File: src/rtl/lcd_pkg.sv
// Shared definitions for the HD44780 read-cycle engine: FSM states, bus constants
// and a small elaboration-time helper.
package lcd_pkg;

    typedef enum logic [2:0] {
        IDLE,
        SETUP,
        E_HIGH,
        HOLD,
        DONE
    } lcd_state_t;

    localparam int   LCD_BF_BIT = 7;
    localparam logic RS_CMD     = 1'b0;
    localparam logic RS_DATA    = 1'b1;

    function automatic int max3(input int a, input int b, input int c);
        int m;
        m = (a > b) ? a : b;
        return (m > c) ? m : c;
    endfunction

endpackage

File: src/rtl/lcd_read_cycle_if.sv
// Request/response and LCD bus signals of the read-cycle engine.
// The master side is the controller, the slave side is the engine itself.
interface lcd_read_cycle_if;

    logic       rd_enable;
    logic       reg_sel;
    logic       poll_busy;
    logic [7:0] DB_in;
    logic       E_out;
    logic       RW_out;
    logic       RS_out;
    logic       DB_oe;
    logic [7:0] rd_data;
    logic       rd_finish;
    logic       busy_timeout;

    modport master (
        output rd_enable, reg_sel, poll_busy, DB_in,
        input  E_out, RW_out, RS_out, DB_oe, rd_data, rd_finish, busy_timeout
    );

    modport slave (
        input  rd_enable, reg_sel, poll_busy, DB_in,
        output E_out, RW_out, RS_out, DB_oe, rd_data, rd_finish, busy_timeout
    );

endinterface

File: src/rtl/lcd_phase_timer.sv
// Down-counter shared by the SETUP, E_HIGH and HOLD phases: load a tick count on
// phase entry, phase_done is high during the last tick of the phase.
module lcd_phase_timer #(
    parameter int WIDTH = 1
) (
    input  logic             clk,
    input  logic             reset,
    input  logic             load,
    input  logic [WIDTH-1:0] load_val,
    output logic             phase_done
);

    logic [WIDTH-1:0] cnt_reg;

    always_ff @(posedge clk) begin
        if (reset) begin
            cnt_reg <= '0;
        end else if (load) begin
            cnt_reg <= load_val;
        end else if (cnt_reg != '0) begin
            cnt_reg <= cnt_reg - WIDTH'(1);
        end
    end

    assign phase_done = (cnt_reg == WIDTH'(1));

endmodule

File: src/rtl/lcd_read_cycle.sv
// HD44780 read bus cycle engine: one RW=1 read per request, or repeated status reads
// until the busy flag clears or the poll limit is reached.
module lcd_read_cycle
    import lcd_pkg::*;
#(
    parameter int SETUP_TICKS  = 1,
    parameter int E_HIGH_TICKS = 1,
    parameter int HOLD_TICKS   = 1,
    parameter int MAX_POLLS    = 16
) (
    input  logic             clk_1ms,
    input  logic             reset,
    lcd_read_cycle_if.slave  bus
);

    localparam int PHASE_MAX = max3(SETUP_TICKS, E_HIGH_TICKS, HOLD_TICKS);
    localparam int PHASE_W   = $clog2(PHASE_MAX + 1);
    localparam int POLL_W    = $clog2(MAX_POLLS) + 1;

    localparam logic [PHASE_W-1:0] SETUP_LEN = PHASE_W'(SETUP_TICKS);
    localparam logic [PHASE_W-1:0] E_LEN     = PHASE_W'(E_HIGH_TICKS);
    localparam logic [PHASE_W-1:0] HOLD_LEN  = PHASE_W'(HOLD_TICKS);
    localparam logic [POLL_W-1:0]  POLL_LAST = POLL_W'(MAX_POLLS - 1);

    lcd_state_t          state_reg;
    logic                poll_reg;
    logic [POLL_W-1:0]   poll_cnt_reg;
    logic                e_reg;
    logic                rw_reg;
    logic                rs_reg;
    logic                oe_reg;
    logic [7:0]          rd_data_reg;
    logic                finish_reg;
    logic                timeout_reg;

    logic                timer_load;
    logic [PHASE_W-1:0]  timer_val;
    logic                phase_done;
    logic                bf_set;
    logic                repoll;

    // The busy flag is judged on the byte just sampled, which is already in rd_data_reg during HOLD.
    assign bf_set = poll_reg && rd_data_reg[LCD_BF_BIT];
    assign repoll = bf_set && (poll_cnt_reg < POLL_LAST);

    always_comb begin
        timer_load = 1'b0;
        timer_val  = '0;
        case (state_reg)
            IDLE:   if (bus.rd_enable)          begin timer_load = 1'b1; timer_val = SETUP_LEN; end
            SETUP:  if (phase_done)             begin timer_load = 1'b1; timer_val = E_LEN;     end
            E_HIGH: if (phase_done)             begin timer_load = 1'b1; timer_val = HOLD_LEN;  end
            HOLD:   if (phase_done && repoll)   begin timer_load = 1'b1; timer_val = SETUP_LEN; end
            default: ;
        endcase
    end

    lcd_phase_timer #(
        .WIDTH(PHASE_W)
    ) u_phase_timer (
        .clk        (clk_1ms),
        .reset      (reset),
        .load       (timer_load),
        .load_val   (timer_val),
        .phase_done (phase_done)
    );

    always_ff @(posedge clk_1ms) begin
        if (reset) begin
            state_reg    <= IDLE;
            poll_reg     <= 1'b0;
            poll_cnt_reg <= '0;
            e_reg        <= 1'b0;
            rw_reg       <= 1'b0;
            rs_reg       <= RS_CMD;
            oe_reg       <= 1'b1;
            rd_data_reg  <= 8'h00;
            finish_reg   <= 1'b0;
            timeout_reg  <= 1'b0;
        end else begin
            finish_reg <= 1'b0;
            case (state_reg)
                IDLE: begin
                    if (bus.rd_enable) begin
                        poll_reg     <= bus.poll_busy;
                        poll_cnt_reg <= '0;
                        timeout_reg  <= 1'b0;
                        rw_reg       <= 1'b1;
                        oe_reg       <= 1'b0;
                        rs_reg       <= (bus.poll_busy || !bus.reg_sel) ? RS_CMD : RS_DATA;
                        state_reg    <= SETUP;
                    end
                end
                SETUP: begin
                    if (phase_done) begin
                        e_reg     <= 1'b1;
                        state_reg <= E_HIGH;
                    end
                end
                E_HIGH: begin
                    if (phase_done) begin
                        e_reg       <= 1'b0;
                        rd_data_reg <= bus.DB_in;
                        state_reg   <= HOLD;
                    end
                end
                HOLD: begin
                    if (phase_done) begin
                        if (repoll) begin
                            poll_cnt_reg <= poll_cnt_reg + POLL_W'(1);
                            state_reg    <= SETUP;
                        end else begin
                            finish_reg  <= 1'b1;
                            timeout_reg <= bf_set;
                            rw_reg      <= 1'b0;
                            oe_reg      <= 1'b1;
                            rs_reg      <= RS_CMD;
                            state_reg   <= DONE;
                        end
                    end
                end
                DONE: begin
                    state_reg <= IDLE;
                end
                default: begin
                    state_reg <= IDLE;
                end
            endcase
        end
    end

    assign bus.E_out        = e_reg;
    assign bus.RW_out       = rw_reg;
    assign bus.RS_out       = rs_reg;
    assign bus.DB_oe        = oe_reg;
    assign bus.rd_data      = rd_data_reg;
    assign bus.rd_finish    = finish_reg;
    assign bus.busy_timeout = timeout_reg;

endmodule

File: src/flat_wrapper.sv
// flat-port wrapper written by rule: the top's interface ports become plain ports
module lcd_read_cycle_flat import lcd_pkg::*;
#(
    parameter int SETUP_TICKS  = 1,
    parameter int E_HIGH_TICKS = 1,
    parameter int HOLD_TICKS   = 1,
    parameter int MAX_POLLS    = 16
)
  (clk_1ms, reset, bus_rd_enable, bus_reg_sel, bus_poll_busy, bus_DB_in, bus_E_out, bus_RW_out, bus_RS_out, bus_DB_oe, bus_rd_data, bus_rd_finish, bus_busy_timeout);
  lcd_read_cycle_if bus_i ();
  input  logic clk_1ms;
  input  logic reset;
  input wire logic [$bits(bus_i.rd_enable)-1:0] bus_rd_enable;
  input wire logic [$bits(bus_i.reg_sel)-1:0] bus_reg_sel;
  input wire logic [$bits(bus_i.poll_busy)-1:0] bus_poll_busy;
  input wire logic [$bits(bus_i.DB_in)-1:0] bus_DB_in;
  output wire logic [$bits(bus_i.E_out)-1:0] bus_E_out;
  output wire logic [$bits(bus_i.RW_out)-1:0] bus_RW_out;
  output wire logic [$bits(bus_i.RS_out)-1:0] bus_RS_out;
  output wire logic [$bits(bus_i.DB_oe)-1:0] bus_DB_oe;
  output wire logic [$bits(bus_i.rd_data)-1:0] bus_rd_data;
  output wire logic [$bits(bus_i.rd_finish)-1:0] bus_rd_finish;
  output wire logic [$bits(bus_i.busy_timeout)-1:0] bus_busy_timeout;
  assign bus_i.rd_enable = bus_rd_enable;
  assign bus_i.reg_sel = bus_reg_sel;
  assign bus_i.poll_busy = bus_poll_busy;
  assign bus_i.DB_in = bus_DB_in;
  assign bus_E_out = bus_i.E_out;
  assign bus_RW_out = bus_i.RW_out;
  assign bus_RS_out = bus_i.RS_out;
  assign bus_DB_oe = bus_i.DB_oe;
  assign bus_rd_data = bus_i.rd_data;
  assign bus_rd_finish = bus_i.rd_finish;
  assign bus_busy_timeout = bus_i.busy_timeout;
  lcd_read_cycle #(.SETUP_TICKS(SETUP_TICKS), .E_HIGH_TICKS(E_HIGH_TICKS), .HOLD_TICKS(HOLD_TICKS), .MAX_POLLS(MAX_POLLS)) u_core (.clk_1ms(clk_1ms), .reset(reset), .bus(bus_i));
endmodule
File: config.mk
export PLATFORM = sky130hd
export DESIGN_NAME = lcd_read_cycle_flat
export DESIGN_NICKNAME = d
export VERILOG_FILES = /design/src/rtl/lcd_pkg.sv /design/src/rtl/lcd_read_cycle_if.sv /design/src/rtl/lcd_phase_timer.sv /design/src/rtl/lcd_read_cycle.sv /design/src/flat_wrapper.sv
export SDC_FILE = /design/constraint.sdc
export NUM_CORES = 1
export LEC_CHECK = 0
export ABC_AREA = 1
export CORE_MARGIN = 2
export CORE_UTILIZATION = 33
export CTS_BUF_LIST = sky130_fd_sc_hd__clkbuf_2 sky130_fd_sc_hd__clkbuf_4 sky130_fd_sc_hd__clkbuf_8
export DETAILED_ROUTE_END_ITERATION = 12
export DONT_BUFFER_PORTS = 1
export GPL_TIMING_DRIVEN = 0
export PLACE_DENSITY = 0.58
export SKIP_LAST_GASP = 1
export SYNTH_ARGS = -nofsm -noshare
export SYNTH_HDL_FRONTEND = slang
export SYNTH_SLANG_ARGS = --single-unit
File: constraint.sdc
create_clock -name clk_1ms -period 1.55 [get_ports clk_1ms]
set_input_delay 0.2325 -clock clk_1ms [delete_from_list [all_inputs] [get_ports clk_1ms]]
set_output_delay 0.2325 -clock clk_1ms [all_outputs]
set_load 0.05 [all_outputs]
After elaboration in Yosys (flattened, before gate mapping)
Index checks and enable logic that the tools add are counted.
Storage, ports and cells
  flip-flop bits (word level): 24
  bits of input ports: 13
  output and inout bits: 14
  logic and storage cells: 75
Cells by class
  add/sub/neg operators: 2
  $lt $le $gt $ge: 1
  equal/unequal tests: 9
  mux-type cells: 34
  bitwise gates (word level): 2
  reductions and logical operators: 16
Operators with widths (count)
  2-to-1 mux 1 bit: 18
  2-to-1 mux 3 bit: 5
  2-to-1 mux 5 bit: 3
  one-hot mux 3 bit (4 select lines): 1
  AND reduction 4 bit: 3
  inequality test 2 bit (second input constant): 5
  one-hot mux 1 bit (2 select lines): 5
  one-hot mux 5 bit (2 select lines): 1
  equality test 3 x 2 -> 1 bit (second input constant): 2
  adder 5 x 1 -> 5 bit (second input constant): 1
  less-than comparator 5 x 4 -> 1 bit (second input constant): 1
  AND reduction 2 bit: 2
  nonzero test 2 bit: 2
  equality test 3 x 1 -> 1 bit (second input constant): 1
  logical AND 1 bit: 3
  zero test 3 bit: 1
  one-hot mux 1 bit (3 select lines): 1
  AND reduction 3 bit: 1
  OR reduction 3 bit: 1
  inequality test 2 x 1 -> 1 bit (second input constant): 1
  NOT 1 bit: 2
  OR reduction 2 bit: 1
  zero test 1 bit: 1
  logical OR 1 bit: 1
  subtractor 1 bit (second input constant): 1

Longest topological paths before layout
Gate-level depths: netlist (run 1).
  word-level depth: 6
  depth in mapped cells: 9
  gate-level depth less buffers: 9

Cells and area by module
From an unflattened synthesis (run 1), not the netlist that was laid out.
Unflattened totals
  cells, all modules: 145
  area total of the unflattened synthesis: 1047.3 um^2
Modules (own cells, without submodules)
  lcd_read_cycle: instances 1, cells an instance 142, area each 1017.2 um^2, sequential area each 460.4 um^2
  lcd_phase_timer: instances 1, cells an instance 3, area each 30.0 um^2, sequential area each 20.0 um^2

Worst setup path before layout (run 1)
OpenSTA, ideal clock, no wires.
  kind: reg2reg
  start: reg u_core.rd_data_reg[7], in the netlist u_core.bus.rd_data[7]
  end: reg u_core.timeout_reg, in the netlist u_core.bus.busy_timeout
  library setup time: 0.066 ns
  data arrival time: 1.435 ns
  required time: 1.484 ns
  setup slack: 0.049 ns
  stages on the path, launching flop included: 9
  buffers on the path: 0
  clock period less this slack: 1.501 ns
  cells stage by stage: dfxtp_1 > nand2_1 > nor2_1 > nand2_1 > nand2_1 > nand2_1 > nand2_2 > nand2_1 > a21oi_2
On the way
  longest elaborated chain between the ends: 4
  elaborated cells on any way between the ends: 7
  those cells by class: 1 x eq/ne; 3 x mux; 3 x reduce/logical
Ends and longest elaborated chain
  start: declaration: line lcd_read_cycle.sv:32  | logic [7:0] rd_data_reg;
  start signal: assignment: line lcd_read_cycle.sv:103  | rd_data_reg <= bus.DB_in;
  logical AND 1 bit (*): line lcd_read_cycle.sv:43  | assign bf_set = poll_reg && rd_data_reg[LCD_BF_BIT];
  2-to-1 mux 1 bit / logical AND 1 bit (equally long branches): line lcd_read_cycle.sv:109, lcd_read_cycle.sv:44
  2-to-1 mux 1 bit / inequality test 2 bit (equally long branches)
  one-hot mux 1 bit (2 select lines) / AND reduction 4 bit (equally long branches)
  end signal: assignment: line lcd_read_cycle.sv:114  | timeout_reg <= bf_set;
  end: declaration: line lcd_read_cycle.sv:34  | logic timeout_reg;
Every way passes the cells marked *; elsewhere a longest branch is shown, timed or not. The select of a mux whose other input is x is not followed.
A chain may end at the register's enable or synchronous reset.

Final worst setup path (run 1)
  start: reg u_core.rd_data_reg[7], in the netlist u_core.bus.rd_data[7]
  end: reg u_core.rw_reg, in the netlist u_core.bus.RW_out
On the way
  longest elaborated chain between the ends: 4
Ends and longest elaborated chain
  logical AND 1 bit: line lcd_read_cycle.sv:43
  logical AND 1 bit: line lcd_read_cycle.sv:44  | assign repoll = bf_set && (poll_cnt_reg < POLL_LAST);
  inequality test 2 bit (no source line)
  AND reduction 4 bit (no source line)
  end signal: assignment: line lcd_read_cycle.sv:74  | rw_reg <= 1'b0;
  end signal: assignment: line lcd_read_cycle.sv:88  | rw_reg <= 1'b1;
  end signal: assignment: line lcd_read_cycle.sv:115  | rw_reg <= 1'b0;
  end: declaration: line lcd_read_cycle.sv:29  | logic rw_reg;
No other way between the ends.

==> results.toml, run 1 <==
[global_route]
antenna_found_initial = 0
grt_overflow = 0
track_usage_pct = 13.3
grt_pass1_vias = 891
grt_pass1_wl_um = 3780
grt_max_degree = 15

[final_layout]
antenna_cells = 0
multi_input_area_um2 = 561
largest_reg_flops = 8
post-route-util_pct = 38.9
fin_nets = 166
stdcell_area_um2 = 1210
seq_area_um2 = 484
drive_gt1_share_pct = 15.9
fillers = 342
syn_to_final_growth_pct = 10.2

[worst_setup_path]
critPathRequiredTime_ps = 1810
critical_path_arrival_ps = 1660
path_common_cell = "nand2_1"
cpMaxStageDelayCell = "dfxtp_4"
critPathTopFamily = "simple AND/OR/NAND/NOR gates"
critPathKind = "flop to flop"
slowest_delay_ps = 470
crit_chain = "nand2_1, nor2_1, nand2_1, nand2_1, nand2_1, nand2_2, nand2_1, a21oi_2"
start_kind = "flop"
crit_fanout = 4
regToRegSetupSlack_ps = 150
path_buf_inv = 0
end_kind = "flop"

[logic_synthesis]
synth-compound-area-share_pct = 13.3
synthAdderAreaFrac_pct = 1.14
yosys.area.top_type = "dfxtp_1"
synthTopCellsByArea = "dfxtp_1 44%, nor2_1 14%, nand2_1 7.5%"
synth_top_family_by_area = "simple AND/OR/NAND/NOR gates"
yosysSeqAreaShare_pct = 43.9
yosysWarnings = 0
syn_avg_cell_area_um2 = 7.45
yosys.area_share.simple_pct = 36.8
synth_top_area_share_pct = 43.9
ys_ff_latch = 24
synth_xor_area_share_pct = 0
synth_mux_area_share_pct = 0
ys_types = 23
syn_nets = 161
syn_inst = 147
synth.cell_area_um2 = 1090

[clock_tree]
cts_hold_buf = 0
cts_buffers = 3
cts_root_buffer = "clkbuf_4"
clk_latency_ps = 310
clockBufferDepth = 2
htreeDepth = 1
clkTransAtPathRegs_ps = 130
cts_sinks = 24
cts_resized = 1
tritoncts = "built"
postCtsSetupBuffers = 0

[sta]
tightest_slew_ps = 520
fmax_ghz = 0.713
rsz0062_at_grt = "no"
setup_tns_ps = 0
slew_viol_final = 0
period_share_pct = 90.5
slew_headroom_pct = 65.3
setup_viol = 0
period_minus_slack_ps = 1400
hold_viol_final = 0
skew_ps = 5.63

[worst_hold_path]
hold_class = "input pin to flop"

[route]
route.vias.total = 947
wl_met3_um = 108
ant_nets = 0
drc = 0
drtPass1Iterations = 4
top_layer = "met4"
wl_met2_um = 1080
wl_per_cell_um = 11.2
drt-total-wl_um = 2190
drt-initial-drc-count = 22
viasPerCell = 4.86
wl_met1_um = 964

[place]
hpwl_um = 1770
gp_congestion = 0.849
dpl-instance-area_um2 = 1150
port-buffer-count = 0

[power_and_ir_drop]
ir_drop_mv = 0.577
p_leak_nw = 0.499
p_sw_share_pct = 32.6
p_clk_share_pct = 28.9
power.internal_mw = 1.03
p_per_area_nw_per_um2 = 1270
power_mw = 1.53
seq_power_share_pct = 51.9
switching_power_mw = 0.498
power_frac_comb_pct = 19.2

[floorplan]
core_area_um2 = 3100
die_y_um = 61.6
die_x_um = 61.6
rows = 20
start_util_pct = 35.3
io_pins = 27
die_area_um2 = 3790

[outcome]
outcome = "finished clean"

[job]
max-cap-violations = 0
-- final cells by class --
cell class,instances,share of cell area [%]
multi-input cells,110,46.5
clock buffers,3,1.87
inverters,11,3.63
plain buffers,2,0.830
flip-flops and latches,24,40.1
well taps,44,4.56
clock inverters,1,2.49
-- worst register-to-register path: cells and delay by family (launching register included) --
| kind | cells | cell delay (ps) |
|---|---|---|
| compound gates | 1 | 130 |
| flops | 1 | 470 |
| simple gates | 7 | 750 |
-- power groups by stage --
stage / Sequential [mW] / Combinational (mW) / Clock [mW]
2_1_floorplan: 0.795 / 0.246 / 0
3_3_place_gp: 0.807 / 0.286 / 0
3_5_place_dp: 0.809 / 0.294 / 0
4_1_cts: 0.795 / 0.297 / 0.448
5_1_grt: 0.803 / 0.333 / 0.471
6_report: 0.793 / 0.293 / 0.441
-- cells in the mapped netlist, drive strengths merged --
| master | number |
|---|---|
| nand3 | 8 |
| nor3 | 2 |
| inv | 11 |
| o21ai | 14 |
| o21bai | 1 |
| ha | 1 |
| a21oi | 9 |
| buf | 2 |
| dfxtp | 24 |
| nand4 | 2 |
| nand2 | 29 |
| nor2 | 44 |
-- metrics by stage --
| stage | std cells | setup slack [ps] | hold WS, ps |
|---|---|---|---|
| 2_1_floorplan | 147 | 48.5 | 367 |
| 3_3_place_gp | 191 | -114 | 369 |
| 5_1_grt | 195 | 6.92 | 40.1 |
| 4_1_cts | 195 | 32.3 | 44.8 |
| 3_5_place_dp | 191 | -134 | 387 |
| 6_report | 195 | 148 | 47.8 |
-- per-layer routing --
layer | up-vias | track usage [%]
met5 | - | 0
met4 | 0 | 5.47
met3 | 5 | 1.89
met2 | 31 | 22.6
met1 | 429 | 16.8
li1 | 482 | -
-- worst paths after layout --
check | from | end | cells after the start
setup reg to reg | u_core.bus.rd_data[7] | u_core.bus.RW_out | 8
hold / removal | bus_DB_in[4] | u_core.bus.rd_data[4] | 2
hold reg to reg | u_core.poll_cnt_reg[3] | u_core.poll_cnt_reg[3] | 2
setup / recovery | u_core.bus.rd_data[7] | u_core.bus.RW_out | 8
-- cell usage in the layout (no fill, tap or decap), types with 3 or more instances in the layout --
| cell type | n |
|---|---|
| nor2_1 | 41 |
| clkbuf_4 | 3 |
| a21oi_1 | 5 |
| nand2_1 | 22 |
| nand2_2 | 5 |
| nand3_1 | 7 |
| dfxtp_1 | 23 |
| a21oi_2 | 3 |
| inv_1 | 9 |
| o21ai_0 | 12 |
-- cells by family after synthesis --
logic type,count (synthesis)
adders and majority gates,1
DFF,24
AOI/OAI and AO/OA,24
and+or+nand+nor,85
buffers and inverters,13
Power figures use the tool's default switching activity.
==> run 2: changes to the inputs <==
--- a/config.mk
+++ b/config.mk
@@ -7,12 +7,14 @@
 export LEC_CHECK = 0
 export ABC_AREA = 1
 export CORE_MARGIN = 2
-export CORE_UTILIZATION = 33
+export CORE_UTILIZATION = 45
 export CTS_BUF_LIST = sky130_fd_sc_hd__clkbuf_2 sky130_fd_sc_hd__clkbuf_4 sky130_fd_sc_hd__clkbuf_8
+export CTS_CLUSTER_SIZE = 30
 export DETAILED_ROUTE_END_ITERATION = 12
 export DONT_BUFFER_PORTS = 1
 export GPL_TIMING_DRIVEN = 0
-export PLACE_DENSITY = 0.58
+export HOLD_SLACK_MARGIN = 0.12
+export PLACE_DENSITY = 0.71
 export SKIP_LAST_GASP = 1
 export SYNTH_ARGS = -nofsm -noshare
 export SYNTH_HDL_FRONTEND = slang
==> results.toml, run 2 (synthesized netlist as in run 1, its figures left out) <==
[sta]
tightest_slew_ps = 518
setup_viol = 0
period_share_pct = 89.8
rsz0062_at_grt = "no"
period_minus_slack_ps = 1390
setup_tns_ps = 0
hold_viol_final = 0
slew_headroom_pct = 65.4
skew_ps = 2.54
fmax_ghz = 0.718
slew_viol_final = 0
hold_ws_ps = 158

[job]
max-cap-violations = 0

[global_route]
antenna_found_initial = 0
grt_max_degree = 13
track_usage_pct = 19.6
grt_pass1_wl_um = 4000
grt_pass1_vias = 1003
grt_overflow = 0

[clock_tree]
cts_root_buffer = "clkbuf_4"
clockBufferDepth = 2
cts_sinks = 24
cts_buffers = 3
clk_latency_ps = 300
clkTransAtPathRegs_ps = 120
htreeDepth = 1
tritoncts = "built"

[route]
wl_per_cell_um = 12.4
drt-total-wl_um = 2320
route.vias.total = 982
ant_nets = 0
drc = 0
drtPass1Iterations = 4
viasPerCell = 5.25
drt-initial-drc-count = 15

[worst_hold_path]
min_to = "u_core.bus.RS_out"
hold_class = "input pin to flop"
hold_path_startpoint = "bus_reg_sel"
holdPathStages = 4

[floorplan]
die_x_um = 53.3
start_util_pct = 48.6
rows = 17
die_area_um2 = 2840
core_area_um2 = 2250
io_pins = 27
die_y_um = 53.3

[worst_setup_path]
regToRegSetupSlack_ps = 160
crit_chain = "nand2_1, nor2_1, nand2_1, nand2_1, nand2_1, nand2_2, nand2_1, a21oi_2"
r2r_end = "u_core.bus.RW_out"
crit_fanout = 4
cpMaxStageDelayCell = "dfxtp_4"
critPathKind = "flop to flop"
reg2reg_depth = 8
start_kind = "flop"
end_kind = "flop"
critical_path_arrival_ps = 1640
path_common_cell = "nand2_1"
r2r_start = "u_core.bus.rd_data[7]"
slowest_delay_ps = 480
critPathRequiredTime_ps = 1800

[final_layout]
syn_to_final_growth_pct = 13.8
layout_common_cells = "41 x nor2_1, 23 x dfxtp_1, 22 x nand2_1"
drive_gt1_share_pct = 14.5
fin_nets = 175
post-route-util_pct = 55.3
stdcell_area_um2 = 1250
final_common_cell = "nor2_1"
fillers = 203
largest_reg_flops = 8
antenna_cells = 0

[place]
gp_congestion = 0.859
port-buffer-count = 0
dpl-instance-area_um2 = 1130
hpwl_um = 1630

[power_and_ir_drop]
p_leak_nw = 0.522
ir_drop_mv = 0.661
power_mw = 1.37
p_per_area_nw_per_um2 = 1100

[outcome]
outcome = "finished clean"
run 2: changes by cell type in the layout (fill, tap and decap cells not counted):
cell | previous run | this run
bufinv_16 | 1 | 0
dlygate4sd3_1 | 0 | 9
run 2: metrics by stage:
step	setup WS, ps	cells
detailed placement	-105	175
floorplan	48.5	147
finish	158	187
CTS	53.6	187
global placement	-84.0	175
global route	40.7	187
run 2: cell type report:
class / instances / area, µm² / area share (%)
tap: 28 / 35.0 / 2.81
timing repair buffer: 9 / 90.1 / 7.23
multi-input combinational: 110 / 561 / 45.0
sequential: 24 / 484 / 38.9
inverter: 11 / 43.8 / 3.51
clock buffer: 3 / 22.5 / 1.81
buffer: 2 / 10.0 / 0.803
run 2: metal layers:
metal  up-vias  part of all wire, %  global-route usage (%)
met5         -                    0                       0
met3         4                  5.1                    3.39
met4         0                  1.3                    8.97
li1        495                    -                       -
met2        32                   52                    36.8
met1       451                   42                    20.9
run 2: what timing repair did:
item | in CTS | in global routing
resized for setup | 1 | 1
hold buffers | 9 | 0
setup buffers | 0 | 0
endpoints found under the setup margin | 8 | 3
hold endpoints to repair | 9 | 0
run 2: worst max-delay path, delay by kind of cell (launching register included):
family / cells / cell delay, ps
compound gates: 1 / 130
flops: 1 / 480
simple gates: 7 / 740
run 2: report_power, final:
part	switching, mW	internal [mW]	leakage (nW)	total (mW)
Sequential	0.124	0.669	0.196	0.793
Combinational	0.198	0.114	0.312	0.312
Clock	0.172	0.0907	0.0138	0.262
run 2: worst max-delay path by stage:
stage / end / slack, ps / startpoint
floorplan: u_core.bus.busy_timeout / 50 / u_core.bus.rd_data[7]
global placement: u_core.bus.busy_timeout / -80 / u_core.bus.rd_data[7]
detailed placement: u_core.bus.RW_out / -100 / u_core.bus.rd_data[7]
CTS: u_core.bus.RW_out / 50 / u_core.bus.rd_data[7]
global route: u_core.bus.RW_out / 40 / u_core.bus.rd_data[7]
finish: u_core.bus.RW_out / 160 / u_core.bus.rd_data[7]
